**src/rtl/multicycle_main_fsm_pkg.sv**
```systemverilog
// Shared definitions for the multicycle main control FSM: opcodes, state encoding,
// select codes and the control word. MULTICYCLE_ILLEGAL_TRAP_EN adds the TRAP state.
package multicycle_main_fsm_pkg;

    localparam int STATE_W = 4;

    localparam logic [6:0] OP_LW  = 7'b0000011;
    localparam logic [6:0] OP_SW  = 7'b0100011;
    localparam logic [6:0] OP_R   = 7'b0110011;
    localparam logic [6:0] OP_I   = 7'b0010011;
    localparam logic [6:0] OP_BEQ = 7'b1100011;
    localparam logic [6:0] OP_JAL = 7'b1101111;

    localparam logic [1:0] ALUOP_ADD   = 2'b00;
    localparam logic [1:0] ALUOP_SUB   = 2'b01;
    localparam logic [1:0] ALUOP_FUNCT = 2'b10;

    localparam logic [1:0] SRCA_PC    = 2'b00;
    localparam logic [1:0] SRCA_OLDPC = 2'b01;
    localparam logic [1:0] SRCA_RS1   = 2'b10;

    localparam logic [1:0] SRCB_RS2  = 2'b00;
    localparam logic [1:0] SRCB_IMM  = 2'b01;
    localparam logic [1:0] SRCB_FOUR = 2'b10;

    localparam logic [1:0] RES_ALUOUT    = 2'b00;
    localparam logic [1:0] RES_DATA      = 2'b01;
    localparam logic [1:0] RES_ALURESULT = 2'b10;

    typedef enum logic [STATE_W-1:0] {
        S_FETCH    = 4'd0,
        S_DECODE   = 4'd1,
        S_MEMADR   = 4'd2,
        S_MEMREAD  = 4'd3,
        S_MEMWB    = 4'd4,
        S_MEMWRITE = 4'd5,
        S_EXECR    = 4'd6,
        S_EXECI    = 4'd7,
        S_ALUWB    = 4'd8,
        S_BEQ      = 4'd9,
`ifdef MULTICYCLE_ILLEGAL_TRAP_EN
        S_JAL      = 4'd10,
        S_TRAP     = 4'd11
`else
        S_JAL      = 4'd10
`endif
    } state_e;

    typedef struct packed {
        logic       mem_req;
        logic       adr_src;
        logic       ir_write;
        logic       pc_update;
        logic       branch;
        logic       reg_write;
        logic       mem_write;
        logic [1:0] alu_src_a;
        logic [1:0] alu_src_b;
        logic [1:0] alu_op;
        logic [1:0] result_src;
    } ctrl_t;

    // An instruction retires on the edge that takes its last state back to FETCH.
    function automatic logic is_retire(input state_e s, input logic mem_ready);
        return (s == S_MEMWB) || (s == S_ALUWB) || (s == S_BEQ) ||
               ((s == S_MEMWRITE) && mem_ready);
    endfunction

endpackage

```
**src/rtl/mc_ctrl_outdec.sv**
```systemverilog
// Combinational state-to-control-word decoder for the multicycle main FSM.
module mc_ctrl_outdec
    import multicycle_main_fsm_pkg::*;
(
    input  state_e state_i,
    input  logic   mem_ready_i,
    output ctrl_t  ctrl_o
);

    // Moore control word; FETCH alone qualifies its IR/PC loads with the ready handshake.
    always_comb begin
        ctrl_o = '0;
        case (state_i)
            S_FETCH: begin
                ctrl_o.mem_req    = 1'b1;
                ctrl_o.alu_src_a  = SRCA_PC;
                ctrl_o.alu_src_b  = SRCB_FOUR;
                ctrl_o.alu_op     = ALUOP_ADD;
                ctrl_o.result_src = RES_ALURESULT;
                ctrl_o.ir_write   = mem_ready_i;
                ctrl_o.pc_update  = mem_ready_i;
            end
            S_DECODE: begin
                ctrl_o.alu_src_a = SRCA_OLDPC;
                ctrl_o.alu_src_b = SRCB_IMM;
                ctrl_o.alu_op    = ALUOP_ADD;
            end
            S_MEMADR: begin
                ctrl_o.alu_src_a = SRCA_RS1;
                ctrl_o.alu_src_b = SRCB_IMM;
                ctrl_o.alu_op    = ALUOP_ADD;
            end
            S_MEMREAD: begin
                ctrl_o.mem_req = 1'b1;
                ctrl_o.adr_src = 1'b1;
            end
            S_MEMWB: begin
                ctrl_o.result_src = RES_DATA;
                ctrl_o.reg_write  = 1'b1;
            end
            S_MEMWRITE: begin
                ctrl_o.mem_req   = 1'b1;
                ctrl_o.adr_src   = 1'b1;
                ctrl_o.mem_write = 1'b1;
            end
            S_EXECR: begin
                ctrl_o.alu_src_a = SRCA_RS1;
                ctrl_o.alu_src_b = SRCB_RS2;
                ctrl_o.alu_op    = ALUOP_FUNCT;
            end
            S_EXECI: begin
                ctrl_o.alu_src_a = SRCA_RS1;
                ctrl_o.alu_src_b = SRCB_IMM;
                ctrl_o.alu_op    = ALUOP_FUNCT;
            end
            S_JAL: begin
                ctrl_o.alu_src_a  = SRCA_OLDPC;
                ctrl_o.alu_src_b  = SRCB_FOUR;
                ctrl_o.result_src = RES_ALUOUT;
                ctrl_o.pc_update  = 1'b1;
            end
            S_ALUWB: begin
                ctrl_o.result_src = RES_ALUOUT;
                ctrl_o.reg_write  = 1'b1;
            end
            S_BEQ: begin
                ctrl_o.alu_src_a = SRCA_RS1;
                ctrl_o.alu_src_b = SRCB_RS2;
                ctrl_o.alu_op    = ALUOP_SUB;
                ctrl_o.branch    = 1'b1;
            end
            default: begin
                ctrl_o = '0;
            end
        endcase
    end

endmodule

```
**src/rtl/multicycle_main_fsm.sv**
```systemverilog
// Main control FSM of the multicycle RISC-V datapath with a retired-instruction counter.
// Defining MULTICYCLE_ILLEGAL_TRAP_EN traps unknown opcodes in a sticky TRAP state.
module multicycle_main_fsm
    import multicycle_main_fsm_pkg::*;
#(
    parameter int CNT_W = 16
) (
    input  logic             clk,
    input  logic             reset,
    input  logic [6:0]       op,
    input  logic             MemReady,
    output logic             MemReq,
    output logic             AdrSrc,
    output logic             IRWrite,
    output logic             PCUpdate,
    output logic             Branch,
    output logic             RegWrite,
    output logic             MemWrite,
    output logic [1:0]       ALUSrcA,
    output logic [1:0]       ALUSrcB,
    output logic [1:0]       ALUOp,
    output logic [1:0]       ResultSrc,
    output logic [CNT_W-1:0] RetireCnt,
    output logic             IllegalInstr
);

    state_e           state_q;
    state_e           state_d;
    logic [CNT_W-1:0] cnt_q;
    logic             retire_s;
    ctrl_t            ctrl_s;
`ifdef MULTICYCLE_ILLEGAL_TRAP_EN
    logic             illegal_q;
`endif

    assign retire_s = is_retire(state_q, MemReady);

    // Next-state selection; memory states wait on the ready handshake.
    always_comb begin
        state_d = S_FETCH;
        case (state_q)
            S_FETCH:    state_d = MemReady ? S_DECODE : S_FETCH;
            S_DECODE: begin
                case (op)
                    OP_LW, OP_SW: state_d = S_MEMADR;
                    OP_R:         state_d = S_EXECR;
                    OP_I:         state_d = S_EXECI;
                    OP_BEQ:       state_d = S_BEQ;
                    OP_JAL:       state_d = S_JAL;
`ifdef MULTICYCLE_ILLEGAL_TRAP_EN
                    default:      state_d = S_TRAP;
`else
                    default:      state_d = S_FETCH;
`endif
                endcase
            end
            S_MEMADR:   state_d = (op == OP_LW) ? S_MEMREAD : S_MEMWRITE;
            S_MEMREAD:  state_d = MemReady ? S_MEMWB : S_MEMREAD;
            S_MEMWB:    state_d = S_FETCH;
            S_MEMWRITE: state_d = MemReady ? S_FETCH : S_MEMWRITE;
            S_EXECR:    state_d = S_ALUWB;
            S_EXECI:    state_d = S_ALUWB;
            S_JAL:      state_d = S_ALUWB;
            S_ALUWB:    state_d = S_FETCH;
            S_BEQ:      state_d = S_FETCH;
`ifdef MULTICYCLE_ILLEGAL_TRAP_EN
            S_TRAP:     state_d = S_TRAP;
`endif
            default:    state_d = S_FETCH;
        endcase
    end

    // State, retirement counter and sticky illegal flag.
    always_ff @(posedge clk or posedge reset) begin
        if (reset) begin
            state_q   <= S_FETCH;
            cnt_q     <= '0;
`ifdef MULTICYCLE_ILLEGAL_TRAP_EN
            illegal_q <= 1'b0;
`endif
        end else begin
            state_q <= state_d;
            if (retire_s) begin
                cnt_q <= cnt_q + CNT_W'(1);
            end else begin
                cnt_q <= cnt_q;
            end
`ifdef MULTICYCLE_ILLEGAL_TRAP_EN
            illegal_q <= illegal_q | (state_d == S_TRAP);
`endif
        end
    end

    mc_ctrl_outdec u_outdec (
        .state_i     (state_q),
        .mem_ready_i (MemReady),
        .ctrl_o      (ctrl_s)
    );

    // Strobes are held low for the whole reset pulse, even though FETCH would raise MemReq.
    assign MemReq    = ctrl_s.mem_req   & ~reset;
    assign IRWrite   = ctrl_s.ir_write  & ~reset;
    assign PCUpdate  = ctrl_s.pc_update & ~reset;
    assign Branch    = ctrl_s.branch    & ~reset;
    assign RegWrite  = ctrl_s.reg_write & ~reset;
    assign MemWrite  = ctrl_s.mem_write & ~reset;
    assign AdrSrc    = ctrl_s.adr_src;
    assign ALUSrcA   = ctrl_s.alu_src_a;
    assign ALUSrcB   = ctrl_s.alu_src_b;
    assign ALUOp     = ctrl_s.alu_op;
    assign ResultSrc = ctrl_s.result_src;
    assign RetireCnt = cnt_q;
`ifdef MULTICYCLE_ILLEGAL_TRAP_EN
    assign IllegalInstr = illegal_q;
`else
    assign IllegalInstr = 1'b0;
`endif

endmodule

```
**config.mk**
```make
export PLATFORM = sky130hd
export DESIGN_NAME = multicycle_main_fsm
export DESIGN_NICKNAME = d
export VERILOG_FILES = /design/src/rtl/multicycle_main_fsm_pkg.sv /design/src/rtl/mc_ctrl_outdec.sv /design/src/rtl/multicycle_main_fsm.sv
export SDC_FILE = /design/constraint.sdc
export NUM_CORES = 1
export LEC_CHECK = 0
export ABC_AREA = 1
export BUFFER_PORTS_ARGS = -buffer_cell sky130_fd_sc_hd__buf_2
export CAP_MARGIN = 25
export CORE_MARGIN = 2
export CORE_UTILIZATION = 30
export DETAILED_ROUTE_END_ITERATION = 8
export PLACE_DENSITY = 0.52
export RECOVER_POWER = 100
export SYNTH_ARGS = -nofsm -noshare
export SYNTH_HDL_FRONTEND = slang
export SYNTH_SLANG_ARGS = --single-unit
```
**constraint.sdc**
```tcl
create_clock -name clk -period 1.4 [get_ports clk]
set_input_delay 0.28 -clock clk [delete_from_list [all_inputs] [get_ports clk]]
set_output_delay 0.28 -clock clk [all_outputs]
set_load 0.03 [all_outputs]
```
==> impl_metrics.tcl, run 1 <==
set metrics [dict create \
    outcome "complete, but fails checks" \
    violations "negative setup slack" \
    cts_root_buffer "clkbuf_8" \
    power_uw 1827 \
    layout-drive-gt1-share 0.5307 \
    grt.overflow.total 0 \
    critPathMaxFanout 4 \
    final.period_utilization 1.227 \
    regArea_um2 511.7 \
    port-buffer-count 40 \
    cts_made_buffers 3 \
    fin_ws_ns -0.3179 \
    coreArea_um2 5010 \
    postSynthAreaPerCell_um2 6.774 \
    vias 1712 \
    slew_viol_final 0 \
    syn_nets 238 \
    boundaryPins 42 \
    yosys.area.top_type "dfrtp_1" \
    gp_congestion 0.8778 \
    dr.pass1.iters 4 \
    rows 26 \
    nFillCells 519 \
    ys_seq_area_frac 0.3255 \
    finalSetupViolations 31 \
    die_x_um 75.60 \
    hold_class "in2async" \
    hpwlAfterDp_um 3138 \
    clk_pin_slew_ns 0.08 \
    tightest_slew_ns 0.5450 \
    power.leakage_uw 0.001339 \
    grt_start_max_net_pins 21 \
    layout_commonest_cell "nand2_1" \
    nNetsFinal 321 \
    via_per_inst 4.517 \
    max_freq_mhz 582.1 \
    synth_area_leaders "dfrtp_1 (33%), nand2_1 (17%), inv_1 (8.3%)" \
    wl_per_cell_um 11.75 \
    final_core_util 0.5100 \
    cp.arrival_ns 1.44 \
    start_util 0.3069 \
    cts_tree "built" \
    grt_pass1_vias 1559 \
    drtIter0Drc 98 \
    final.setup_skew_ns 0.004691 \
    yosys_warnings 0 \
    ys_seq_elements 20 \
    fin_cells 379 \
    timing.final.hold_violations 0 \
    synth_top_area_share 0.3255 \
    crit_required_ns 1.12 \
    rsz0062_at_grt "yes" \
    die_area_um2 5715 \
    cts_buffer_depth 2 \
    syn2layout_area_growth_pct 66.15 \
    dp_cells 363 \
    max-vdd-ir-drop_uv 519.4 \
    endpoint_kind "output port" \
    die_y_um 75.60 \
    relSlewSlack 0.6367 \
    wl_um 4452 \
    h-tree-depth 1 \
    diodes 0 \
    grt_pass1_wl_um 7224 \
    clock_latency_ns 0.27 \
    ant_nets 0 \
    syn_inst 227 \
    finalWorstPathRequiredPeriod_ns 1.718 \
    antenna_found_initial 0 \
    critical_path_class "reg2out" \
    multiInputGateArea_um2 1089 \
    synth.distinct_cells 25 \
    synth_area_um2 1538 \
    powerDensity_nw_per_um2 715.0 \
    drcViolationCount 0 \
    max-cap-violations 0 \
    cp-start-kind "flop" \
    layout_common_cells "nand2_1 (48), buf_4 (29), inv_1 (26)" \
    cts.sinks 20 \
    grt_use_total 0.1650 \
]
==> registers in the layout (all words and copies together) (netlist names) <==
signal,cells
state_q,4
RetireCnt,16
==> critical path: stages, from the launching register on <==
cell     delay, ns
dfrtp_2       0.47
nor2_4        0.11
inv_2         0.06
nor2_4        0.15
nand2_4       0.09
a21oi_4       0.14
buf_6         0.15
==> final timing paths <==
check,startpoint,to,slack [ns],cells after the start
setup reg to reg,state_q[3]$_DFF_PP0_,RetireCnt[5]$_DFFE_PP0P_,-0.17,11
hold reg to reg,RetireCnt[2]$_DFFE_PP0P_,RetireCnt[2]$_DFFE_PP0P_,0.57,2
min in group clk,op[4],state_q[2]$_DFF_PP0_,0.33,3
setup / recovery,state_q[0]$_DFF_PP0_,PCUpdate,-0.32,6
max in group asynchronous,reset,RetireCnt[9]$_DFFE_PP0P_,0.72,3
hold / removal,reset,RetireCnt[13]$_DFFE_PP0P_,0.29,3
==> synth_stat cells <==
cell type and instances:
nand3_1 18, nand3_4 1, nor3_1 5, inv_2 1
nand3_2 4, nor2_2 1, nand4_1 13, a21oi_1 2
o21ai_0 4, xor2_1 3, nor2_4 1, conb_1 1
o21a_1 1, ha_1 1, o21ai_2 8, o21ai_4 1
inv_1 34, dfrtp_1 20, nand3b_1 1, nor2_1 29
nand2_1 68, buf_8 2, nand2_2 4, nand2_4 3
buf_4 1
==> power breakdown <==
part           internal, uW  switching, uW
sequential              623           64.7
clock                   251            208
combinational           286            394
==> per-layer routing <==
layer	global-route usage	vias up	share of wire
met1	0.2223	804	0.46
met4	0.03899	0	0.0092
met5	0	-	0
li1	-	885	-
met3	0.03307	4	0.020
met2	0.2725	19	0.51
==> per-stage QoR <==
stage                     setup WS (ns)  TNS [ns]  instance area, um^2  hold slack [ns]
final                           -0.3179    -5.371                 2555           0.2857
after detailed placement        -0.1278   -0.7351                 2110           0.4638
after global routing            -0.3877    -7.553                 2555           0.3341
after global placement          -0.1032   -0.5084                 2110           0.4706
after floorplan                 -0.1562   -0.4998                 1617           0.2495
after CTS                       -0.2824    -6.340                 2547           0.1934
==> cell type report <==
type                       instances  area share
multi-input combinational        169      0.4261
tap                               70     0.03428
timing repair buffer              81      0.2640
clock buffer                       4     0.02155
sequential                        20      0.2003
inverter                          35     0.05387
==> repair_timing <==
item	4_1_cts	5_1_grt
pin swaps	15	10
cloned	2	0
setup buffers	10	2
gates resized for setup	74	19
endpoints found under the setup margin	29	33
hold buffers	0	0
==> cells by family after synthesis <==
logic type | share of synthesized area
xor gates and xnor gates | 0.01709
other | 0.002439
and+or+nand+nor | 0.4565
AOI/OAI and AO/OA | 0.08056
DFF | 0.3255
adders and majority gates | 0.008135
buffers and inverters | 0.1098
No activity file was read; power rests on OpenSTA's default activity.
==> run 2, diff against run 1 <==
--- a/config.mk
+++ b/config.mk
@@ -6,13 +6,14 @@
 export NUM_CORES = 1
 export LEC_CHECK = 0
 export ABC_AREA = 1
-export BUFFER_PORTS_ARGS = -buffer_cell sky130_fd_sc_hd__buf_2
 export CAP_MARGIN = 25
 export CORE_MARGIN = 2
 export CORE_UTILIZATION = 30
 export DETAILED_ROUTE_END_ITERATION = 8
-export PLACE_DENSITY = 0.52
+export DONT_BUFFER_PORTS = 1
+export PLACE_DENSITY = 0.45
 export RECOVER_POWER = 100
 export SYNTH_ARGS = -nofsm -noshare
 export SYNTH_HDL_FRONTEND = slang
+export SYNTH_HIERARCHICAL = 1
 export SYNTH_SLANG_ARGS = --single-unit
==> impl_metrics.tcl, run 2 <==
set metrics [dict create \
    outcome "complete, but fails checks" \
    violations "negative setup slack" \
    rr_endpoint "RetireCnt[2]$_DFFE_PP0P_" \
    synth_edf_count 0 \
    setup_tns_ns -4.998 \
    cp.arrival_ns 1.38 \
    drcViolationCount 0 \
    layout-drive-gt1-share 0.4652 \
    diodes 0 \
    antenna_found_initial 0 \
    critPathMaxFanout 5 \
    intPower_uw 1162 \
    max-cap-violations 0 \
    max-vdd-ir-drop_uv 572.4 \
    relSlewSlack 0.6488 \
    clockPowerShare 0.239 \
    largest_reg_flops 16 \
    cts_tree "built" \
    die_area_um2 5793 \
    rsz0062_at_grt "yes" \
    final.setup_skew_ns 0.004162 \
    nFillCells 555 \
    h-tree-depth 1 \
    synth_area_leaders "dfrtp_1 (32%), nand2_1 (16%), inv_1 (8.4%)" \
    max_freq_mhz 601.4 \
    rows 26 \
    endpoint_kind "output port" \
    clk_pin_slew_ns 0.07 \
    async_reset_ff_frac 1.000 \
    hold_class "in2reg" \
    final.period_utilization 1.188 \
    grt_pass1_vias 1463 \
    via_per_inst 4.382 \
    holdPathEnd "state_q[2]$_DFF_PP0_" \
    slew_viol_final 0 \
    syn2layout_area_growth_pct 42.90 \
    coreArea_um2 5075 \
    vias 1503 \
    start_util 0.3074 \
    nNetsFinal 285 \
    finalWorstPathRequiredPeriod_ns 1.663 \
    min_from "op[4]" \
    rrSetupSlack_ns -0.19 \
    ys_seq_elements 20 \
    ys.flop_type "dfrtp_1" \
    p_sw_uw 715.0 \
    yosys_warnings 6 \
    ant_nets 0 \
    worstReg2RegStart "state_q[3]$_DFF_PP0_" \
    die_x_um 76.12 \
    wl_um 3937 \
    synth_commonest_cells "nand2_1 (65), inv_1 (35), nor2_1 (25), dfrtp_1 (20), nand3_1 (20)" \
    cts_buffer_depth 2 \
    synth_area_um2 1560 \
    postSynthAreaPerCell_um2 6.965 \
    tightest_slew_ns 0.5268 \
    drtIter0Drc 47 \
    hold_depth 2 \
    grt.overflow.total 0 \
    cts_made_buffers 3 \
    synth.most_common_cell "nand2_1" \
    grt_use_total 0.1406 \
    seqPwrFrac 0.382 \
    layout_common_cells "nand2_1 (53), inv_1 (24), buf_4 (20)" \
    yosys.area.top_type "dfrtp_1" \
    dr.pass1.iters 4 \
    combPwrFrac 0.379 \
    finalSetupViolations 32 \
    dp_cells 327 \
    cts.sinks 20 \
    grt_start_max_net_pins 21 \
    syn_inst 224 \
    boundaryPins 42 \
    ff2ff_path_depth 9 \
    crit_required_ns 1.12 \
    timing.final.hold_violations 0 \
    port-buffer-count 0 \
    ys_seq_area_frac 0.3208 \
    powerDensity_nw_per_um2 841.6 \
    die_y_um 76.12 \
    hpwlAfterDp_um 2777 \
    synth.distinct_cells 26 \
    fin_cells 343 \
    clock_latency_ns 0.26 \
    cp-start-kind "flop" \
    layout_commonest_cell "nand2_1" \
    syn_nets 235 \
    power.leakage_uw 0.001147 \
    gp_congestion 0.7339 \
    critical_path_class "reg2out" \
    p_sw_frac 0.3810 \
    grt_pass1_wl_um 6699 \
    wl_per_cell_um 11.48 \
    cts_root_buffer "clkbuf_8" \
    fin_ws_ns -0.2629 \
    synth_top_area_share 0.3208 \
]
==> run 2: cell count changes after synthesis, sizes merged <==
cell,delta
nor2,+3
nand4,-2
o21ai,-9
xnor2,+6
a21oi,-1
inv,+5
o21a,-1
nand2,-4
o211ai,+2
nand3,-2
buf,+1
nor3,-2
and2,+1
==> run 2: cells by family (layout without fill, tap and decap cells) <==
logic type	after synthesis	count (layout)	synth area share
AOI/OAI and AO/OA	7	7	0.02566
xor gates and xnor gates	9	9	0.07940
adders and majority gates	1	1	0.008018
buffers and inverters	44	90	0.1219
DFF	20	20	0.3208
other	1	1	0.002403
and+or+nand+nor	142	145	0.4419
==> run 2: cell type report <==
class / instances / area [um^2] / area share
multi-input combinational: 163 / 1086 / 0.4871
timing repair buffer: 46 / 340.3 / 0.1526
inverter: 40 / 152.6 / 0.06846
sequential: 20 / 508.0 / 0.2278
clock buffer: 4 / 55.05 / 0.02469
tap: 70 / 87.58 / 0.03928
==> run 2: how the worst max path moves through the flow <==
stage / startpoint / end / slack [ns] / cells past startpoint
global route: state_q[3]$_DFF_PP0_ / Branch / -0.35 / 7
detailed placement: state_q[1]$_DFF_PP0_ / MemReq / -0.08 / 6
CTS: state_q[2]$_DFF_PP0_ / Branch / -0.24 / 6
global placement: state_q[1]$_DFF_PP0_ / MemReq / -0.07 / 6
floorplan: state_q[1]$_DFF_PP0_ / MemReq / -0.07 / 5
finish: state_q[2]$_DFF_PP0_ / MemReq / -0.26 / 7
==> run 2: power groups by stage <==
stage	Clock, uW	Combinational, uW	Sequential [uW]
final	449	711	717
after detailed placement	0	668	729
after floorplan	0	304	854
after global routing	496	769	734
after global placement	0	664	732
after CTS	474	716	716
==> run 2: layer usage <==
| layer | share of wire | global-route usage |
|---|---|---|
| met1 | 0.49 | 0.1976 |
| met2 | 0.46 | 0.2188 |
| met3 | 0.042 | 0.03199 |
| met4 | 0.010 | 0.03636 |
| met5 | 0 | 0 |
==> run 2: critical path, cell delays in order (launching register included) <==
cell and delay, ns:
dfrtp_2 0.44, inv_2 0.06, nor2_4 0.15, nand2_2 0.12
nand3_2 0.08, inv_2 0.03, nor2_2 0.10, buf_6 0.13
==> run 2: through the flow <==
stage          cell area (um^2)  hold slack [ns]  utilization  total power (uW)  worst slack, ns
3_3_place_gp               1921           0.2287       0.3785              1396         -0.07455
3_5_place_dp               1921           0.2281       0.3785              1398         -0.08126
2_1_floorplan              1595           0.2437            -              1158         -0.06533
6_report                   2230           0.2065       0.4393              1876          -0.2629
5_1_grt                    2230           0.2079       0.4393              1999          -0.3518
4_1_cts                    2145           0.2039       0.4226              1907          -0.2365
==> run 2: repair_timing <==
action,CTS,global route
resized for setup,29,35
hold buffers,1,0
hold endpoints to repair,20,0
endpoints found under the setup margin,28,35
gates cloned,2,1
pin swaps,7,13
setup buffers,6,2
